`config.mk`:
```
export PLATFORM = sky130hd
export DESIGN_NAME = axil_prewrap_bridge
export DESIGN_NICKNAME = d
export VERILOG_FILES = /design/src/rtl/axil_prewrap_bridge.sv
export SDC_FILE = /design/constraint.sdc
export NUM_CORES = 1
export LEC_CHECK = 0
export ABC_AREA = 0
export BUFFER_PORTS_ARGS = -buffer_cell sky130_fd_sc_hd__buf_2
export CORE_ASPECT_RATIO = 0.6
export CORE_MARGIN = 2
export CORE_UTILIZATION = 51
export CTS_CLUSTER_DIAMETER = 100
export CTS_CLUSTER_SIZE = 12
export DETAILED_ROUTE_END_ITERATION = 6
export PLACE_DENSITY_LB_ADDON = 0.08
export SLEW_MARGIN = 20
export SYNTH_ARGS = -nofsm -noshare
export SYNTH_HDL_FRONTEND = slang
export SYNTH_SLANG_ARGS = --single-unit
```
`constraint.sdc`:
```
create_clock -name clk -period 2 [get_ports clk]
set_clock_uncertainty 0.05 [all_clocks]
set_input_delay 0.2 -clock clk [delete_from_list [all_inputs] [get_ports clk]]
set_output_delay 0.2 -clock clk [all_outputs]
set_load 0.03 [all_outputs]
```
`src/rtl/axil_prewrap_bridge.sv`:
```
// AXI4-Lite slave that turns each write into a one-cycle address/message pulse
// and each read into a fixed-latency address/sample on a prewrapper port pair.
module axil_prewrap_bridge #(
  parameter int unsigned RD_LAT    = 1,
  parameter logic [31:0] IDLE_ADDR = 32'h0000_0000
) (
  input  logic        clk,
  input  logic        reset,
  input  logic [31:0] s_awaddr,
  input  logic        s_awvalid,
  output logic        s_awready,
  input  logic [31:0] s_wdata,
  input  logic        s_wvalid,
  output logic        s_wready,
  output logic [1:0]  s_bresp,
  output logic        s_bvalid,
  input  logic        s_bready,
  input  logic [31:0] s_araddr,
  input  logic        s_arvalid,
  output logic        s_arready,
  output logic [31:0] s_rdata,
  output logic [1:0]  s_rresp,
  output logic        s_rvalid,
  input  logic        s_rready,
  output logic [31:0] axi_wr_addr,
  output logic [31:0] axi_wr_msg,
  output logic [31:0] axi_rd_addr,
  input  logic [31:0] axi_rd_msg
);

  // Handshakes: a beat transfers on a rising clk edge where valid && ready.
  // Readies depend only on state, holding registers, reset and (for AR) the
  // write valids; no valid is ever waited on by this block before asserting.
  typedef enum logic [2:0] {
    IDLE,
    WR_PULSE,
    WR_RESP,
    RD_WAIT,
    RD_RESP
  } state_e;

  localparam logic [1:0] RESP_OKAY   = 2'b00;
  localparam logic [1:0] RESP_SLVERR = 2'b10;

  state_e      state_q, state_d;
  logic        aw_full_q, aw_full_d;
  logic        w_full_q, w_full_d;
  logic [31:0] aw_addr_q, aw_addr_d;
  logic [31:0] w_data_q, w_data_d;
  logic        prio_wr_q, prio_wr_d;
  logic [3:0]  cnt_q, cnt_d;
  logic        rd_err_q, rd_err_d;
  logic [31:0] wr_addr_q, wr_addr_d;
  logic [31:0] wr_msg_q, wr_msg_d;
  logic [31:0] rd_addr_q, rd_addr_d;
  logic [31:0] rdata_q, rdata_d;
  logic [1:0]  bresp_q, bresp_d;
  logic [1:0]  rresp_q, rresp_d;
  logic        bvalid_q, bvalid_d;
  logic        rvalid_q, rvalid_d;

  logic        idle;
  logic        aw_rdy, w_rdy, ar_rdy;
  logic        aw_hs, w_hs, ar_hs;
  logic        wr_go;
  logic [31:0] wr_addr_eff, wr_data_eff;

  assign idle   = (state_q == IDLE);
  assign aw_rdy = idle && !aw_full_q && !reset;
  assign w_rdy  = idle && !w_full_q && !reset;
  // A read may only start with both holders empty; if a full write arrives
  // in the same cycle, the round-robin pointer decides who goes first.
  assign ar_rdy = idle && !aw_full_q && !w_full_q && !reset &&
                  !(s_awvalid && s_wvalid && prio_wr_q);

  assign aw_hs = s_awvalid && aw_rdy;
  assign w_hs  = s_wvalid && w_rdy;
  assign ar_hs = s_arvalid && ar_rdy;

  assign wr_addr_eff = aw_full_q ? aw_addr_q : s_awaddr;
  assign wr_data_eff = w_full_q ? w_data_q : s_wdata;
  assign wr_go       = idle && (aw_full_q || aw_hs) && (w_full_q || w_hs) && !ar_hs;

  always_comb begin
    state_d   = state_q;
    aw_full_d = aw_full_q;
    w_full_d  = w_full_q;
    aw_addr_d = aw_addr_q;
    w_data_d  = w_data_q;
    prio_wr_d = prio_wr_q;
    cnt_d     = cnt_q;
    rd_err_d  = rd_err_q;
    wr_addr_d = wr_addr_q;
    wr_msg_d  = wr_msg_q;
    rd_addr_d = rd_addr_q;
    rdata_d   = rdata_q;
    bresp_d   = bresp_q;
    rresp_d   = rresp_q;
    bvalid_d  = bvalid_q;
    rvalid_d  = rvalid_q;

    if (aw_hs) begin
      aw_full_d = 1'b1;
      aw_addr_d = s_awaddr;
    end
    if (w_hs) begin
      w_full_d = 1'b1;
      w_data_d = s_wdata;
    end

    case (state_q)
      IDLE: begin
        if (ar_hs) begin
          prio_wr_d = 1'b1;
          cnt_d     = 4'(RD_LAT);
          rd_err_d  = (s_araddr == IDLE_ADDR);
          // A parking-address read leaves the bus parked by construction.
          rd_addr_d = s_araddr;
          state_d   = RD_WAIT;
        end else if (wr_go) begin
          prio_wr_d = 1'b0;
          if (wr_addr_eff != IDLE_ADDR) begin
            wr_addr_d = wr_addr_eff;
            wr_msg_d  = wr_data_eff;
          end
          state_d = WR_PULSE;
        end
      end
      WR_PULSE: begin
        wr_addr_d = IDLE_ADDR;
        bvalid_d  = 1'b1;
        bresp_d   = (aw_addr_q == IDLE_ADDR) ? RESP_SLVERR : RESP_OKAY;
        state_d   = WR_RESP;
      end
      WR_RESP: begin
        if (s_bready) begin
          bvalid_d  = 1'b0;
          aw_full_d = 1'b0;
          w_full_d  = 1'b0;
          state_d   = IDLE;
        end
      end
      RD_WAIT: begin
        if (cnt_q == 4'd1) begin
          rdata_d   = rd_err_q ? 32'h0 : axi_rd_msg;
          rresp_d   = rd_err_q ? RESP_SLVERR : RESP_OKAY;
          rvalid_d  = 1'b1;
          rd_addr_d = IDLE_ADDR;
          state_d   = RD_RESP;
        end else begin
          cnt_d = cnt_q - 4'd1;
        end
      end
      RD_RESP: begin
        if (s_rready) begin
          rvalid_d = 1'b0;
          state_d  = IDLE;
        end
      end
      default: state_d = IDLE;
    endcase
  end

  always_ff @(posedge clk) begin
    if (reset) begin
      state_q   <= IDLE;
      aw_full_q <= 1'b0;
      w_full_q  <= 1'b0;
      aw_addr_q <= 32'h0;
      w_data_q  <= 32'h0;
      prio_wr_q <= 1'b1;
      cnt_q     <= 4'd0;
      rd_err_q  <= 1'b0;
      wr_addr_q <= IDLE_ADDR;
      wr_msg_q  <= 32'h0;
      rd_addr_q <= IDLE_ADDR;
      rdata_q   <= 32'h0;
      bresp_q   <= RESP_OKAY;
      rresp_q   <= RESP_OKAY;
      bvalid_q  <= 1'b0;
      rvalid_q  <= 1'b0;
    end else begin
      state_q   <= state_d;
      aw_full_q <= aw_full_d;
      w_full_q  <= w_full_d;
      aw_addr_q <= aw_addr_d;
      w_data_q  <= w_data_d;
      prio_wr_q <= prio_wr_d;
      cnt_q     <= cnt_d;
      rd_err_q  <= rd_err_d;
      wr_addr_q <= wr_addr_d;
      wr_msg_q  <= wr_msg_d;
      rd_addr_q <= rd_addr_d;
      rdata_q   <= rdata_d;
      bresp_q   <= bresp_d;
      rresp_q   <= rresp_d;
      bvalid_q  <= bvalid_d;
      rvalid_q  <= rvalid_d;
    end
  end

  assign s_awready   = aw_rdy;
  assign s_wready    = w_rdy;
  assign s_arready   = ar_rdy;
  assign s_bvalid    = bvalid_q;
  assign s_bresp     = bresp_q;
  assign s_rvalid    = rvalid_q;
  assign s_rdata     = rdata_q;
  assign s_rresp     = rresp_q;
  assign axi_wr_addr = wr_addr_q;
  assign axi_wr_msg  = wr_msg_q;
  assign axi_rd_addr = rd_addr_q;

endmodule

```
# After elaboration in Yosys (flattened, before gate mapping)

Index checks and enable logic that the tools add are counted.
Widths: inputs -> output; s select.

Bits in registers: 209
Input bits: 135
Word-level logic and storage cells: 107

Reduce and logical (&&, ||, !) cells: 41
Bitwise operators: 1
Multiplexer cells: 34
Add/sub/neg operators: 1
Equal/unequal tests: 14

Operator list:

| kind                | number |
|---|---|
| $mux 32             | 8 |
| $pmux 32 s2         | 2 |
| $logic_not 32->1    | 2 |
| $reduce_bool 32->1  | 1 |
| $logic_and 1x1->1   | 15 |
| $mux 3              | 5 |
| $pmux 3 s5          | 1 |
| $reduce_and 4->1    | 3 |
| $mux 1              | 11 |
| $ne 2x2->1 const B  | 5 |
| $reduce_bool 2->1   | 5 |
| $reduce_and 3->1    | 3 |
| $mux 4              | 2 |
| $pmux 4 s2          | 1 |
| $reduce_and 2->1    | 4 |
| $eq 3x2->1 const B  | 2 |
| $ne 2x1->1 const B  | 3 |
| $logic_not 1->1     | 5 |
| $eq 4x1->1 const B  | 1 |
| $mux 2              | 2 |
| $pmux 1 s2          | 2 |
| $sub 4x1->4 const B | 1 |
| $eq 3x1->1 const B  | 1 |
| $eq 3x3->1 const B  | 1 |
| other kinds (4)     | 5 |

# Logic depth before layout (Yosys ltp)

Depth after elaboration: 11
Depth in mapped cells: 8
Mapped depth without buffers: 7

# Worst setup path after synthesis

Ideal clock, no wire load.

Path kind: reg2reg
Start: reg state_q[0]
End: reg w_data_q[10]
Data arrival time: 1.875 ns
Path slack: -0.057 ns
Stages on the path, launching flop included: 8
Cells stage by stage: dfxtp_1 > buf_2 > or3_4 > nor3_2 > nand2_1 > clkbuf_1 > nand2_1 > a21oi_1

Longest elaborated chain between the ends: 4

Ends and longest elaborated chain:

| item                            | RTL line | source |
|---|---|---|
| start, declared                 | 45       | `state_e state_q, state_d;` |
| start signal, assigned          | 183      | `state_q <= state_d;` |
| $logic_not 3->1                 | 68       | `assign idle = (state_q == IDLE);` |
| $logic_and 1x1->1 (2 in series) | 70       | `assign w_rdy = idle && !w_full_q && !reset;` |
| via s_wready                    | 14       | `output logic s_wready,` |
| $logic_and 1x1->1               | 77       | `assign w_hs = s_wvalid && w_rdy;` |
| end signal, assigned            | 187      | `w_data_q <= w_data_d;` |
| end, declared                   | 49       | `logic [31:0] w_data_q, w_data_d;` |

The timed path passes the listed nets, and every way through them passes these cells.
A chain may end at the register's enable or synchronous reset.

# Worst setup path in the final report

Start: in s_awaddr[12]
End: reg wr_msg_q[0] (netlist: axi_wr_msg[0])

Longest elaborated chain between the ends: 3

Ends and longest elaborated chain:

| item                              | RTL line | source |
|---|---|---|
| start, declared                   | 9        | `input logic [31:0] s_awaddr,` |
| $mux 32                           | 80       | `assign wr_addr_eff = aw_full_q ? aw_addr_q : s_awaddr;` |
| $reduce_bool 32->1                | 122      | `if (wr_addr_eff != IDLE_ADDR) begin` |
| $reduce_and 4->1 (no source line) | -        |  |
| end signal, assigned              | 192      | `wr_msg_q <= wr_msg_d;` |
| end, declared                     | 54       | `logic [31:0] wr_msg_q, wr_msg_d;` |

No other way between the ends.

==> results.sh <==
export IMPL_ys_types=52
export IMPL_synth_flop_cell="dfxtp_1"
export IMPL_synth_top_family_by_area="simple AND/OR/NAND/NOR gates"
export IMPL_synth_cells=983
export IMPL_syn_to_final_growth_pct=40.6
export IMPL_grt_max_degree=73
export IMPL_die_x_um=172
export IMPL_ys_seq_area_share_pct=47.9
export IMPL_slowest_delay_ns=0.53
export IMPL_clock_sinks=207
export IMPL_regArea_sq_um=4150
export IMPL_fin_crit_ns=1.96
export IMPL_fin_area_sq_um=12200
export IMPL_wl_per_cell_um=16.9
export IMPL_timing_final_ws_setup_ns=0.0354
export IMPL_syn_area_per_cell_sq_um=8.80
export IMPL_synth_xor_area_share_pct=0.202
export IMPL_max_vdd_ir_drop_v=0.000600
export IMPL_end_kind="flop"
export IMPL_multi_input_area_sq_um=4120
export IMPL_drv_cap=0
export IMPL_dp_hpwl_um=16100
export IMPL_start_util_pct=52.8
export IMPL_syn_area_sq_um=8650
export IMPL_die_h_um=105
export IMPL_root_buffer="clkbuf_16"
export IMPL_rows=36
export IMPL_layout_commonest_cell="buf_2"
export IMPL_final_cell_mix="buf_2 (266), nand2_1 (236), dfxtp_1 (204), a21oi_1 (133), dlygate4sd3_1 (128)"
export IMPL_tightestPinTransition_ns=0.752
export IMPL_hold_viol_final=0
export IMPL_fin_nets=1491
export IMPL_nFillCells=1244
export IMPL_grt_util_all_layers_pct=28.0
export IMPL_worstRegToRegCells=6
export IMPL_worstPathRequired_ns=2.32
export IMPL_ys_warn_count=0
export IMPL_place_area_sq_um=10200
export IMPL_utilization_pct=74.2
export IMPL_vias=8511
export IMPL_crit_chain="dlygate4sd3_1 -> buf_2 -> nor4_1 -> and3_1 -> a32o_2 -> a211o_2 -> clkbuf_16 -> o22ai_1"
export IMPL_dr_pass1_iters=5
export IMPL_drtIter0Drc=617
export IMPL_setup_tns_ns=0
export IMPL_dp_slack_ns=0.0354
export IMPL_synth_fa_ha_area_share_pct=0.289
export IMPL_globalRouteOverflowTotal=0
export IMPL_synth_seq_cells=207
export IMPL_rsz0062_at_grt="no"
export IMPL_synth_compound_area_share_pct=16.5
export IMPL_period_share_pct=98.2
export IMPL_cpMaxStageDelayCell="dlygate4sd3_1"
export IMPL_p_leak_nw=4.97
export IMPL_remaining_drc_errors=0
export IMPL_clock_path_buffers=3
export IMPL_slew_headroom_pct=49.9
export IMPL_synth_edf_count=0
export IMPL_path_class="in -> reg"
export IMPL_gp_congestion=0.824
export IMPL_portBuffers=269
export IMPL_finalMaxSlewViolations=0
export IMPL_viasPerCell=5.37
export IMPL_synth_mux_area_share_pct=7.40
export IMPL_hold_depth=3
export IMPL_setup_viol=0
export IMPL_cts_tree="yes"
export IMPL_hold_path_class="in -> reg"
export IMPL_drive_gt1_share_pct=27.7
export IMPL_cp_max_fo=16
export IMPL_numCtsBuffers=21
export IMPL_cts_max_level=1
export IMPL_arrival_ns=2.28
export IMPL_p_per_area_nw_per_um2=830
export IMPL_start_kind="input port"
export IMPL_antenna_found_initial=3
export IMPL_yosys_area_share_simple_pct=22.7
export IMPL_power_mw=10.1
export IMPL_ant_nets=0
export IMPL_outcome="completed"
export IMPL_grt_pass1_vias=8264
export IMPL_die_area_sq_um=18100
export IMPL_ios=272
export IMPL_wl_um=26900
export IMPL_coreArea_sq_um=16400
export IMPL_clk_latency_ns=0.50
export IMPL_grt_first_pass_wirelength_um=41500
export IMPL_clk_pin_slew_worst_paths_ns=0.06
export IMPL_synthArstFlopShare_pct=0
export IMPL_max_freq_mhz=509
report_power, final:
part | switching [mW] | internal [mW]
logic | 1.26 | 0.897
registers | 0.158 | 4.37
clock network | 1.54 | 1.87
registers in the layout, summed over array words and instances, names as in the netlist:
name and flops:
w_full_q 1, prio_wr_q 1, axi_rd_addr 32, aw_full_q 1, s_bvalid 1, state_q 3
cnt_q 4, axi_wr_addr 32, rd_err_q 1, axi_wr_msg 32, s_rvalid 1, w_data_q 32
s_rdata 32, s_rresp 1, s_bresp 1, aw_addr_q 32
cell usage after synthesis, types with 2 or more instances:
cell type	number	area share [%]
nand2_1	237	10
dfxtp_1	207	48
a21oi_1	134	7.8
mux2i_1	64	7.4
clkbuf_1	45	2.0
nand2b_1	35	2.5
o22ai_1	35	2.5
nand3_1	34	2.0
nand3b_1	34	2.9
o22ai_2	30	4.3
buf_2	21	1.2
nor4_1	20	1.4
nor2_1	15	0.65
buf_6	10	1.3
nor3_1	5	0.29
inv_1	4	0.17
buf_1	3	0.13
buf_4	3	0.26
a211o_1	2	0.20
a31oi_1	2	0.14
and2_1	2	0.14
and3_1	2	0.14
and4_1	2	0.20
ha_1	2	0.29
nand4_1	2	0.14
nor2b_1	2	0.14
o21a_1	2	0.17
o21ai_1	2	0.12
or3_1	2	0.14
or4_1	2	0.17
xnor2_1	2	0.20
metal layers:
layer	routed length, um	track usage [%]
met3	2080	5.91
met5	9	0
met1	12300	39.2
met2	11800	43.9
met4	583	7.44
worst max-delay path: cells and delay by family:
family	cells	cell delay [ns]
AO/OA/AOI/OAI	3	0.47
buffers and inverters	3	0.91
AND/OR/NAND/NOR	2	0.69
per-stage QoR:
stage	hold slack (ns)	std cells
2_1_floorplan	0.286	984
3_3_place_gp	0.385	1428
3_5_place_dp	0.390	1428
4_1_cts	0.0214	1579
5_1_grt	0.0401	1584
6_report	0.0364	1585
cell type report:
cell class              count  area share (%)
flip-flops and latches    207            34.1
multi-input cells         691            33.8
repair buffers            429            25.0
clock buffers              21            4.32
well taps                 228            2.34
clock inverters             2           0.165
inverters                   4           0.123
diodes                      3          0.0617
cell families after synthesis:
family / count (synthesis)
and+or+nand+nor: 404
AOI/OAI and AO/OA: 217
DFF: 207
buffers and inverters: 86
muxes: 64
adders and majority gates: 2
xor gates and xnor gates: 2
other: 1
repair_timing:
item,in CTS,in global routing
setup endpoints to repair,1,100
hold buffers,128,0
hold endpoints to repair,162,0
gates cloned,0,3
resized for setup,1,12
setup buffers,0,0
pin swaps,0,1
path summary, 6_finish.rpt:
| kind | from | to | slack (ns) |
|---|---|---|---|
| setup / recovery | s_awaddr[12] | axi_wr_msg[0] | 0.04 |
| hold / removal | s_arvalid | state_q[1] | 0.04 |
| setup reg to reg | aw_addr_q[3] | axi_wr_msg[0] | 0.08 |
| hold reg to reg | s_rdata[23] | s_rdata[23] | 0.40 |
Power figures use the tool's default switching activity.
